`config.mk`:
```
export PLATFORM = sky130hd
export DESIGN_NAME = tx_ila_seq
export DESIGN_NICKNAME = d
export VERILOG_FILES = /design/src/rtl/tx_ila_seq.sv
export SDC_FILE = /design/constraint.sdc
export NUM_CORES = 1
export LEC_CHECK = 0
export ABC_AREA = 1
export BUFFER_PORTS_ARGS = -buffer_cell sky130_fd_sc_hd__buf_2
export CORE_ASPECT_RATIO = 1.75
export CORE_MARGIN = 2
export CORE_UTILIZATION = 52
export CTS_CLUSTER_DIAMETER = 100
export CTS_CLUSTER_SIZE = 12
export DETAILED_ROUTE_END_ITERATION = 16
export GPL_TIMING_DRIVEN = 0
export PLACE_DENSITY = 0.87
export SYNTH_ARGS = -nofsm -noshare
export SYNTH_HDL_FRONTEND = slang
export SYNTH_SLANG_ARGS = --single-unit
```
`constraint.sdc`:
```
create_clock -name CLK -period 2.75 [get_ports CLK]
set_input_delay 0 -clock CLK [delete_from_list [all_inputs] [get_ports CLK]]
set_output_delay 0 -clock CLK [all_outputs]
set_load 0.01 [all_outputs]
```
`src/rtl/tx_ila_seq.sv`:
```
// rtl/tx_ila_seq.sv - JESD204B transmit ILAS sequencer with a fixed 2-cycle octet pipeline
// Optional TX_ILA_CHKSUM_EN: FCHK is computed from the CFG fields instead of taken from CHKSUM.

module tx_ila_seq #(
  parameter int W  = 4,
  parameter int PW = 10
) (
  input  logic              CLK,
  input  logic              RST_n,
  input  logic              EN,
  input  logic [7:0]        NUM_ILAS,
  input  logic [13*8-1:0]   CFG,
  input  logic [7:0]        CHKSUM,
  input  logic [W*8-1:0]    DI,
  input  logic [W-1:0]      DI_K,
  input  logic [W-1:0]      MS,
  input  logic [W-1:0]      ME,
  output logic              RDY,
  output logic [1:0]        STATE_O,
  output logic [W*8-1:0]    DO,
  output logic [W-1:0]      DO_K,
  output logic [W-1:0]      MS_OUT,
  output logic [W-1:0]      ME_OUT
);

  localparam logic [1:0] ST_IDLE = 2'd0;
  localparam logic [1:0] ST_ARM  = 2'd1;
  localparam logic [1:0] ST_ILAS = 2'd2;
  localparam logic [1:0] ST_DATA = 2'd3;

  logic [1:0]     state_q, state_d;
  logic           en_q, en_d;
  logic [7:0]     mf_cnt_q, mf_cnt_d;
  logic [PW-1:0]  pos_q, pos_d, pos_cur;
  logic [W*8-1:0] s1_do_q, s1_do_d, do_q, do_d;
  logic [W-1:0]   s1_dk_q, s1_dk_d, dk_q, dk_d;
  logic [W-1:0]   s1_ms_q, s1_ms_d, ms_q, ms_d;
  logic [W-1:0]   s1_me_q, s1_me_d, me_q, me_d;
  logic           s1_rdy_q, s1_rdy_d, rdy_q, rdy_d;
  logic [7:0]     fchk;

  // Octet content of one ILA lane octet at multiframe position p, returned as {K, octet}
  function automatic logic [8:0] ila_octet(input logic [PW-1:0] p, input logic last,
                                           input logic cfg_mf, input logic [7:0] fchk_v,
                                           input logic [13*8-1:0] cfg);
    logic [8:0] r;
    r = {1'b0, p[7:0]};
    if (p == '0) begin
      r = {1'b1, 8'h1C};
    end else if (last) begin
      r = {1'b1, 8'h7C};
    end else if (cfg_mf) begin
      if (p == PW'(1)) begin
        r = {1'b1, 8'h9C};
      end else if (p == PW'(15)) begin
        r = {1'b0, fchk_v};
      end else begin
        for (int j = 0; j < 13; j++) begin
          if (p == PW'(j + 2)) r = {1'b0, cfg[8*j +: 8]};
        end
      end
    end
    return r;
  endfunction

`ifdef TX_ILA_CHKSUM_EN
  logic [7:0] fchk_q, fchk_d, cfg_sum;
  logic       unused_chksum;
  assign unused_chksum = ^CHKSUM;

  always_comb begin
    cfg_sum = CFG[7:0] + {4'b0, CFG[11:8]} + {4'b0, CFG[15:12]}
            + {3'b0, CFG[20:16]} + {7'b0, CFG[21]} + {7'b0, CFG[22]}
            + {3'b0, CFG[28:24]} + {7'b0, CFG[31]} + CFG[39:32]
            + {3'b0, CFG[44:40]} + CFG[55:48] + {3'b0, CFG[60:56]}
            + {6'b0, CFG[63:62]} + {3'b0, CFG[68:64]} + {5'b0, CFG[71:69]}
            + {3'b0, CFG[76:72]} + {5'b0, CFG[79:77]} + {3'b0, CFG[84:80]}
            + {7'b0, CFG[87]};
    // Frozen once the sequence starts so a CFG change cannot corrupt an ILAS in flight
    fchk_d = (state_q == ST_IDLE || state_q == ST_ARM) ? cfg_sum : fchk_q;
  end

  always_ff @(posedge CLK) begin
    if (!RST_n) fchk_q <= '0;
    else        fchk_q <= fchk_d;
  end

  assign fchk = fchk_q;
`else
  assign fchk = CHKSUM;
`endif

  always_comb begin
    pos_cur  = MS[0] ? '0 : pos_q;
    pos_d    = pos_cur + PW'(W);
    en_d     = EN;
    state_d  = state_q;
    mf_cnt_d = mf_cnt_q;
    if (!EN) begin
      state_d  = ST_IDLE;
      mf_cnt_d = '0;
    end else begin
      case (state_q)
        ST_IDLE: if (!en_q) state_d = ST_ARM;
        ST_ARM: begin
          if (ME[W-1]) begin
            state_d  = (NUM_ILAS == 8'd0) ? ST_DATA : ST_ILAS;
            mf_cnt_d = '0;
          end
        end
        ST_ILAS: begin
          if (ME[W-1]) begin
            if (mf_cnt_q == NUM_ILAS - 8'd1) begin
              state_d  = ST_DATA;
              mf_cnt_d = '0;
            end else begin
              mf_cnt_d = mf_cnt_q + 8'd1;
            end
          end
        end
        default: ;
      endcase
    end
  end

  always_comb begin
    s1_do_d  = DI;
    s1_dk_d  = DI_K;
    s1_ms_d  = MS;
    s1_me_d  = ME;
    s1_rdy_d = (state_q == ST_DATA);
    if (state_q == ST_ILAS) begin
      for (int i = 0; i < W; i++) begin
        {s1_dk_d[i], s1_do_d[8*i +: 8]} =
          ila_octet(pos_cur + PW'(i), ME[i], mf_cnt_q == 8'd1, fchk, CFG);
      end
    end
    do_d  = s1_do_q;
    dk_d  = s1_dk_q;
    ms_d  = s1_ms_q;
    me_d  = s1_me_q;
    rdy_d = s1_rdy_q;
  end

  always_ff @(posedge CLK) begin
    if (!RST_n) begin
      state_q  <= ST_IDLE;
      en_q     <= 1'b0;
      mf_cnt_q <= '0;
      pos_q    <= '0;
      s1_do_q  <= '0;
      s1_dk_q  <= '0;
      s1_ms_q  <= '0;
      s1_me_q  <= '0;
      s1_rdy_q <= 1'b0;
      do_q     <= '0;
      dk_q     <= '0;
      ms_q     <= '0;
      me_q     <= '0;
      rdy_q    <= 1'b0;
    end else begin
      state_q  <= state_d;
      en_q     <= en_d;
      mf_cnt_q <= mf_cnt_d;
      pos_q    <= pos_d;
      s1_do_q  <= s1_do_d;
      s1_dk_q  <= s1_dk_d;
      s1_ms_q  <= s1_ms_d;
      s1_me_q  <= s1_me_d;
      s1_rdy_q <= s1_rdy_d;
      do_q     <= do_d;
      dk_q     <= dk_d;
      ms_q     <= ms_d;
      me_q     <= me_d;
      rdy_q    <= rdy_d;
    end
  end

  assign DO      = do_q;
  assign DO_K    = dk_q;
  assign MS_OUT  = ms_q;
  assign ME_OUT  = me_q;
  assign RDY     = rdy_q;
  assign STATE_O = state_q;

endmodule

```
==> impl_metrics.csv, run 1 <==
group,metric,value,unit
floorplan,die_h,198.1,um
run_status,tool.error,"[ERROR GRT-0116] Global routing finished with congestion. Check the congestion regions in the DRC Viewer.",
synthesis,netlist_area,0.01119,mm^2
cts,htreeDepth,3,
synthesis,synth-seq-area-share,0.1985,
run_status,haltStage,"global routing",
synthesis,synth-edff-count,0,
cts,clkSinkCount,111,
global_routing,grt_max_degree,22,
floorplan,start_util,0.5249,
global_routing,gr-usage-all-layers,0.5939,
run_status,status,"stopped before the end",
floorplan,design.portCount,214,
global_routing,grt_pass1_vias,17120,
synthesis,ys_types,57,
cts,cts-root-buf,"clkbuf_16",
place,portBuffers,212,
synthesis,syn_inst,2023,
floorplan,fp.dieW,114.9,um
place,dp_hpwl,40.77,mm
synthesis,synth_ff_type,"dfxtp_1",
global_routing,grt.overflow.total,1,
synthesis,syn_area_per_cell,5.532,um^2
global_routing,grt_pass1_wl,100.8,mm
synthesis,ys_seq_elements,111,
synthesis,async_reset_ff_frac,0,
place,gp_congestion,1.059,
synthesis,yosysWarnings,0,
place,dpl_cell_area,0.01268,mm^2
synthesis,synth_nets,2208,
cts,ctsLongestPathBuffers,2,
floorplan,rows,71,
cts,cts_buffers,9,
## cell usage after synthesis, types with 11 or more instances
master,n,area share
nand2_2,15,0.0084
ha_1,18,0.020
a21oi_1,147,0.066
inv_1,365,0.12
nand2_1,673,0.23
clkbuf_1,35,0.012
xor2_1,15,0.012
nand3_1,122,0.055
inv_2,34,0.011
nand4_1,16,0.0089
o21ai_1,32,0.014
nor2_2,11,0.0061
buf_2,15,0.0067
o211ai_1,13,0.0087
nor2_4,19,0.019
nor2_1,109,0.037
dfxtp_1,111,0.20
o21ai_0,152,0.068
nor3_1,11,0.0049
nand3_2,12,0.011
## routing by layer
layer,overflow,track usage
met5,0,0.1103
met4,0,0.6256
met3,0,0.3202
met2,1,0.8497
met1,0,0.5674
## stage by stage
step | setup TNS, ns | std cells | utilization | worst slack, ns | hold WS, ns
2_1_floorplan | -0.4090 | 2023 | - | -0.1124 | 0.09345
3_3_place_gp | -35.01 | 2490 | 0.5944 | -1.392 | 0.1828
3_5_place_dp | -34.77 | 2490 | 0.5947 | -1.407 | 0.2058
4_1_cts | -16.17 | 2648 | 0.7254 | -0.6745 | 0.003486
## cells by family after synthesis
logic type / share of synthesized area
XOR/XNOR: 0.02236
adder cells (fa/ha/maj): 0.02012
AND/OR/NAND/NOR: 0.4159
flip-flops: 0.1985
buffers and inverters: 0.1648
AO/OA/AOI/OAI: 0.1783
## repair_timing
item / 4_1_cts
endpoints found under the hold margin: 46
setup endpoints to repair: 35
gates cloned: 3
buffers inserted: 96
pin swaps: 88
hold buffers: 43
gates resized for setup: 328
==> run 2: changes to the inputs <==
- CORE_ASPECT_RATIO: 1.75 -> unset
- CORE_UTILIZATION: 52 -> 40
- CTS_CLUSTER_DIAMETER: 100 -> unset
- CTS_CLUSTER_SIZE: 12 -> unset
- PLACE_DENSITY: 0.87 -> unset
- PLACE_DENSITY_LB_ADDON: unset -> 0.15
- clock period: 2.75 -> 3.6 ns (I/O delays scaled with it)
==> run 2 against run 1 <==
The flow now finishes, with violations (setup timing). Area after synthesis is the same. Synthesized cell count unchanged.
==> impl_metrics.csv, run 2 <==
group,metric,value,unit
run_status,violations,"setup timing",
synthesis,synth-seq-area-share,0.1985,
finish,fillCellCount,2904,
detailed_routing,drt_iter0_markers,1488,
floorplan,fp.dieW,171.3,um
timing,setup_slack,-0.03524,ns
setup_path,path_max_fanout,8,
setup_path,worst_path_max_delay_cell,"dfxtp_2",
floorplan,start_util,0.4051,
detailed_routing,drc,0,
timing,fmax,0.2751,GHz
timing,whs,0.03840,ns
finish,layout_common_cells,"nand2_1 (592), inv_1 (351), buf_2 (221)",
synthesis,synth_common_cells,"nand2_1 (673), inv_1 (365), o21ai_0 (152)",
power,p_sw_frac,0.3475,
cts,clkSinkCount,111,
global_routing,grt_max_degree,24,
cts,path_clk_slew,0.08,ns
synthesis,syn_area_per_cell,5.532,um^2
setup_path,cp-start-kind,"flop",
synthesis,synth_ff_type,"dfxtp_1",
finish,drive_gt1_frac,0.2758,
detailed_routing,vias,14390,
global_routing,grt.overflow.total,0,
global_routing,grt_pass1_wl,73.01,mm
timing,finalHoldViolCount,0,
synthesis,synth_most_common_cell,"nand2_1",
power,p_leak,0.007949,uW
global_routing,antenna_found_initial,1,
timing,tightest_slew,0.8614,ns
finish,fin_util,0.5502,
floorplan,design.portCount,214,
flow_run,max_cap_violations,0,
power,p_sw,1128,uW
synthesis,syn_inst,2023,
detailed_routing,drt-total-wl,50.27,mm
finish,nNetsFinal,2562,
detailed_routing,routedWlPerCell,18.21,um
place,gp_congestion,0.9934,
floorplan,fp.coreArea,0.02763,mm^2
synthesis,async_reset_ff_frac,0,
cts,cts_buffers,9,
cts,cts-root-buf,"clkbuf_16",
power,vdd_drop_max,0.2801,mV
setup_path,slowest_delay,0.35,ns
synthesis,synth_top_area_frac,0.2257,
timing,report.final.slew_viol_count,0,
setup_path,path_cells,"inv_4 > nor2_8 > ha_1 > clkinvlp_4 > nor2_1 > nand2_1 > o21ai_0 > o22ai_2 > o21ai_1 > o21ai_0 > o21ai_1 > o211ai_1 > nand2_1 > nand2_1 > nand2_1 > nand2_1 > nand2_1 > nand2_1 > nand2_1 > nand2_1 > nand2_1 > nand2_1 > a21oi_1",
cts,cts_tree,"yes",
setup_path,crit_arrival,3.91,ns
hold_path,hold_path_class,"in2reg",
floorplan,rows,61,
floorplan,die_h,171.3,um
setup_path,path_class,"reg2reg",
place,portBuffers,212,
floorplan,die_area,0.02933,mm^2
power,p_comb_frac,0.283,
synthesis,yosysTopAreaCell,"nand2_1",
finish,final_area,0.01520,mm^2
power,p_clk_frac,0.317,
detailed_routing,ant_nets,0,
synthesis,yosysWarnings,0,
place,dpl_cell_area,0.01275,mm^2
global_routing,gr-usage-all-layers,0.3283,
synthesis,synth_nets,2208,
setup_path,critPathMostFrequentCell,"nand2_1",
run_status,status,"finished, violations left",
power,powerDensity,213.5,mW/mm^2
finish,areaGrowthSynthToFinish,35.82,%
setup_path,cp.required,3.87,ns
detailed_routing,via_per_inst,5.212,
power,p_seq_frac,0.400,
timing,period_needed,3.635,ns
timing,maxSlewHeadroom,0.4213,
setup_path,critPathCaptureType,"flop",
cts,htreeDepth,3,
timing,skew,0.01499,ns
detailed_routing,firstDrtPassIters,6,
timing,finalSetupViolations,2,
synthesis,ys_types,57,
timing,rsz0062_at_grt,"true",
place,dp_hpwl,39.64,mm
timing,finalCritPeriodShare,1.010,
cts,ctsLongestPathBuffers,2,
synthesis,synth-edff-count,0,
synthesis,ys_seq_elements,111,
power,power.internal,2118,uW
synthesis,netlist_area,0.01119,mm^2
cts,clkLatencyLatePin,0.36,ns
global_routing,grt_pass1_vias,13080,
finish,final_common_cell,"nand2_1",
synthesis,synthTopCellsByArea,"nand2_1 (23%), dfxtp_1 (20%), inv_1 (12%), o21ai_0 (6.8%), a21oi_1 (6.6%)",
[run 2: cell counts after synthesis]
No cell type changed its count.
[run 2: timing repair]
| item | CTS | global route |
|---|---|---|
| pin swaps | 24 | 79 |
| hold buffers | 46 | 0 |
| setup buffers | 33 | 47 |
| cloned | 1 | 2 |
| gates resized for setup | 51 | 233 |
| setup endpoints to repair | 31 | 32 |
| endpoints found under the hold margin | 49 | 0 |
[run 2: area by class of cell]
cell class | instances | area [um^2] | area share
timing repair buffer | 343 | 2268 | 0.1492
clock buffer | 9 | 225.2 | 0.01482
tap | 378 | 473.0 | 0.03111
inverter | 406 | 1599 | 0.1052
antenna | 1 | 2.502 | 0.0001646
buffer | 57 | 335.3 | 0.02206
sequential | 111 | 2233 | 0.1469
multi-input combinational | 1449 | 7975 | 0.5247
clock inverter | 7 | 88.84 | 0.005844
[run 2: per-stage QoR]
step / TNS, ns / total power (uW) / std cells / setup slack, ns
after global placement: -11.83 / 2106 / 2613 / -0.6788
after detailed placement: -10.83 / 2104 / 2615 / -0.6234
after floorplan: 0 / 1741 / 2023 / 0.6280
final: -0.03622 / 3246 / 2761 / -0.03524
after CTS: -0.01162 / 3188 / 2711 / -0.01162
after global routing: -2.139 / 3395 / 2761 / -0.1628
[run 2: logic make-up after synthesis]
group | share of synthesized area
compound gates | 0.1783
xor+xnor | 0.02236
fa+ha+maj | 0.02012
buf+inv | 0.1648
flops | 0.1985
simple gates | 0.4159
[run 2: per-layer routing]
layer | vias to the layer above | track usage | share of wire
li1 | 7003 | - | -
met1 | 6526 | 0.4568 | 0.43
met2 | 731 | 0.5174 | 0.44
met3 | 131 | 0.04096 | 0.084
met4 | 0 | 0.1238 | 0.040
met5 | - | 0 | 0
[run 2: power groups by stage]
stage	clock network, uW	registers [uW]	logic [uW]
6_report	1030	1300	918
4_1_cts	1050	1300	832
5_1_grt	1100	1310	992
2_1_floorplan	0	1340	402
3_5_place_dp	0	1330	774
3_3_place_gp	0	1330	777
[run 2: worst paths after layout]
path | from | end | slack (ns) | cells past startpoint
hold / removal | NUM_ILAS[7] | STATE_O[0]$_SDFFE_PN0P_ | 0.04 | 4
setup reg to reg | pos_q[1]$_SDFF_PN0_ | do_d[1]$_SDFF_PN0_ | -0.04 | 23
setup / recovery | pos_q[1]$_SDFF_PN0_ | do_d[1]$_SDFF_PN0_ | -0.04 | 23
hold reg to reg | do_d[23]$_SDFF_PN0_ | DO[23]$_SDFF_PN0_ | 0.42 | 2
[run 2: critical path: cells and delay by family (launching register included)]
| family | cells | cell delay, ns |
|---|---|---|
| DFF | 1 | 0.35 |
| AOI/OAI and AO/OA | 7 | 1.21 |
| and+or+nand+nor | 13 | 1.35 |
| adders and majority gates | 1 | 0.32 |
| buffers and inverters | 2 | 0.33 |
Power figures use the tool's default switching activity.
==> run 3: changes to the inputs <==
- clock period: 3.6 -> 3.7 ns (I/O delays scaled with it)
==> run 3 against run 2 <==
The run now ends clean. Routed wire length fell by 0.88%. Maximum frequency fell by 0.11%. Flip-flop and latch count did not move. Core utilization fell by 1.2 points. Clock skew rose by 0.0013 ns. Largest power group unchanged.
==> impl_metrics.csv, run 3 (synthesized netlist as in run 2, its figures left out) <==
group,metric,value,unit
finish,areaGrowthSynthToFinish,32.77,%
timing,finalCritPeriodShare,0.9835,
finish,multi_input_area,0.007810,mm^2
setup_path,path_max_fanout,8,
hold_path,hold_path_depth,4,
timing,finalSetupViolations,0,
finish,layout_common_cells,"nand2_1 (622), inv_1 (352), buf_2 (223)",
detailed_routing,vias,14200,
finish,fin_util,0.5378,
floorplan,rows,61,
setup_path,cp.required,3.97,ns
detailed_routing,via_per_inst,5.173,
cts,path_clk_slew,0.09,ns
power,powerDensity,211.5,mW/mm^2
detailed_routing,ant_nets,0,
place,gp_congestion,0.9934,
timing,fmax,0.2748,GHz
setup_path,critPathCaptureType,"flop",
global_routing,grt_max_degree,24,
timing,finalHoldViolCount,0,
floorplan,start_util,0.4051,
timing,maxSlewHeadroom,0.4169,
global_routing,grt_pass1_vias,12990,
finish,fillCellCount,2952,
place,portBuffers,212,
floorplan,fp.dieW,171.3,um
timing,skew,0.01626,ns
power,vdd_drop_max,0.2707,mV
setup_path,crit_arrival,3.91,ns
floorplan,die_area,0.02933,mm^2
detailed_routing,drt_iter0_markers,1556,
setup_path,r2r_cells,23,
detailed_routing,routedWlPerCell,18.15,um
floorplan,fp.coreArea,0.02763,mm^2
global_routing,grt.overflow.total,0,
timing,whs,0.03669,ns
cts,cts-root-buf,"clkbuf_16",
place,dp_worst_setup_slack,-0.5234,ns
timing,setup_slack,0.06091,ns
timing,rsz0062_at_grt,"true",
hold_path,hold_path_class,"in2reg",
cts,htreeDepth,3,
run_status,status,"finished clean",
setup_path,cp-start-kind,"flop",
global_routing,grt_pass1_wl,72.66,mm
setup_path,path_class,"reg2reg",
cts,ctsLongestPathBuffers,2,
floorplan,die_h,171.3,um
timing,period_needed,3.639,ns
cts,cts_tree,"yes",
cts,clkLatencyLatePin,0.36,ns
flow_run,max_cap_violations,0,
global_routing,antenna_found_initial,1,
detailed_routing,firstDrtPassIters,5,
timing,tightest_slew,0.8680,ns
finish,final_common_cell,"nand2_1",
cts,cts_buffers,9,
place,dp_hpwl,39.64,mm
global_routing,gr-usage-all-layers,0.3267,
cts,clkSinkCount,111,
timing,report.final.slew_viol_count,0,
power,p_leak,0.007781,uW
detailed_routing,drt-total-wl,49.83,mm
finish,drive_gt1_frac,0.2518,
finish,register_area,0.002230,mm^2
floorplan,design.portCount,214,
detailed_routing,drc,0,
finish,nNetsFinal,2547,
==> run 3: critical path: stages, from the launching register on <==
cell,delay [ns]
dfxtp_2,0.35
inv_4,0.05
nor2_8,0.16
ha_1,0.32
clkinvlp_4,0.29
nor2_1,0.17
nand2_1,0.17
o21ai_0,0.27
o22ai_2,0.13
o21ai_1,0.19
o21ai_0,0.13
o21ai_1,0.21
o211ai_1,0.12
nand2_1,0.09
nand2_1,0.10
nand2_1,0.08
nand2_1,0.08
nand2_1,0.08
nand2_1,0.05
nand2_1,0.12
nand2_1,0.07
nand2_1,0.08
nand2_1,0.08
a21oi_1,0.15
==> run 3: cell type report <==
| class | instances | share of cell area |
|---|---|---|
| buffer | 57 | 0.02172 |
| sequential | 111 | 0.1501 |
| timing repair buffer | 328 | 0.1422 |
| inverter | 406 | 0.1073 |
| multi-input combinational | 1449 | 0.5256 |
| clock inverter | 7 | 0.005978 |
| antenna | 1 | 0.0001684 |
| tap | 378 | 0.03183 |
| clock buffer | 9 | 0.01516 |
==> run 3: what timing repair did <==
item,4_1_cts,5_1_grt
setup buffers,20,46
resized for setup,40,182
hold endpoints to repair,49,0
setup endpoints to repair,27,32
pin swaps,15,61
cloned,1,1
hold buffers,46,0
==> run 3: worst paths after layout <==
check                             to           startpoint  slack (ns)
max               do_d[1]$_SDFF_PN0_  pos_q[1]$_SDFF_PN0_        0.06
min          STATE_O[0]$_SDFFE_PN0P_          NUM_ILAS[7]        0.04
max reg2reg       do_d[1]$_SDFF_PN0_  pos_q[1]$_SDFF_PN0_        0.06
min reg2reg        DO[30]$_SDFF_PN0_  do_d[30]$_SDFF_PN0_        0.42
==> run 3: metal layers <==
metal / wire [um] / vias up / track usage / share of wire
met1: 22300 / 6474 / 0.4549 / 0.45
li1: - / 6974 / - / -
met3: 3506 / 109 / 0.04004 / 0.070
met5: 0 / - / 0 / 0
met2: 22200 / 647 / 0.5189 / 0.45
met4: 1823 / 0 / 0.1150 / 0.037
==> run 3: metrics by stage <==
| step | instance area, um^2 | std cells | power [uW] | TNS, ns |
|---|---|---|---|---|
| after floorplan | 11190 | 2023 | 1694 | 0 |
| after global placement | 12730 | 2613 | 2049 | -8.986 |
| after detailed placement | 12750 | 2615 | 2048 | -8.043 |
| after CTS | 13890 | 2698 | 3096 | 0 |
| after global routing | 14860 | 2746 | 3287 | -0.1082 |
| final | 14860 | 2746 | 3142 | 0 |
==> run 3: power breakdown <==
part / internal (uW) / total (uW) / switching, uW
clock: 493 / 1000 / 509
combinational: 310 / 875 / 565
sequential: 1250 / 1270 / 17.4
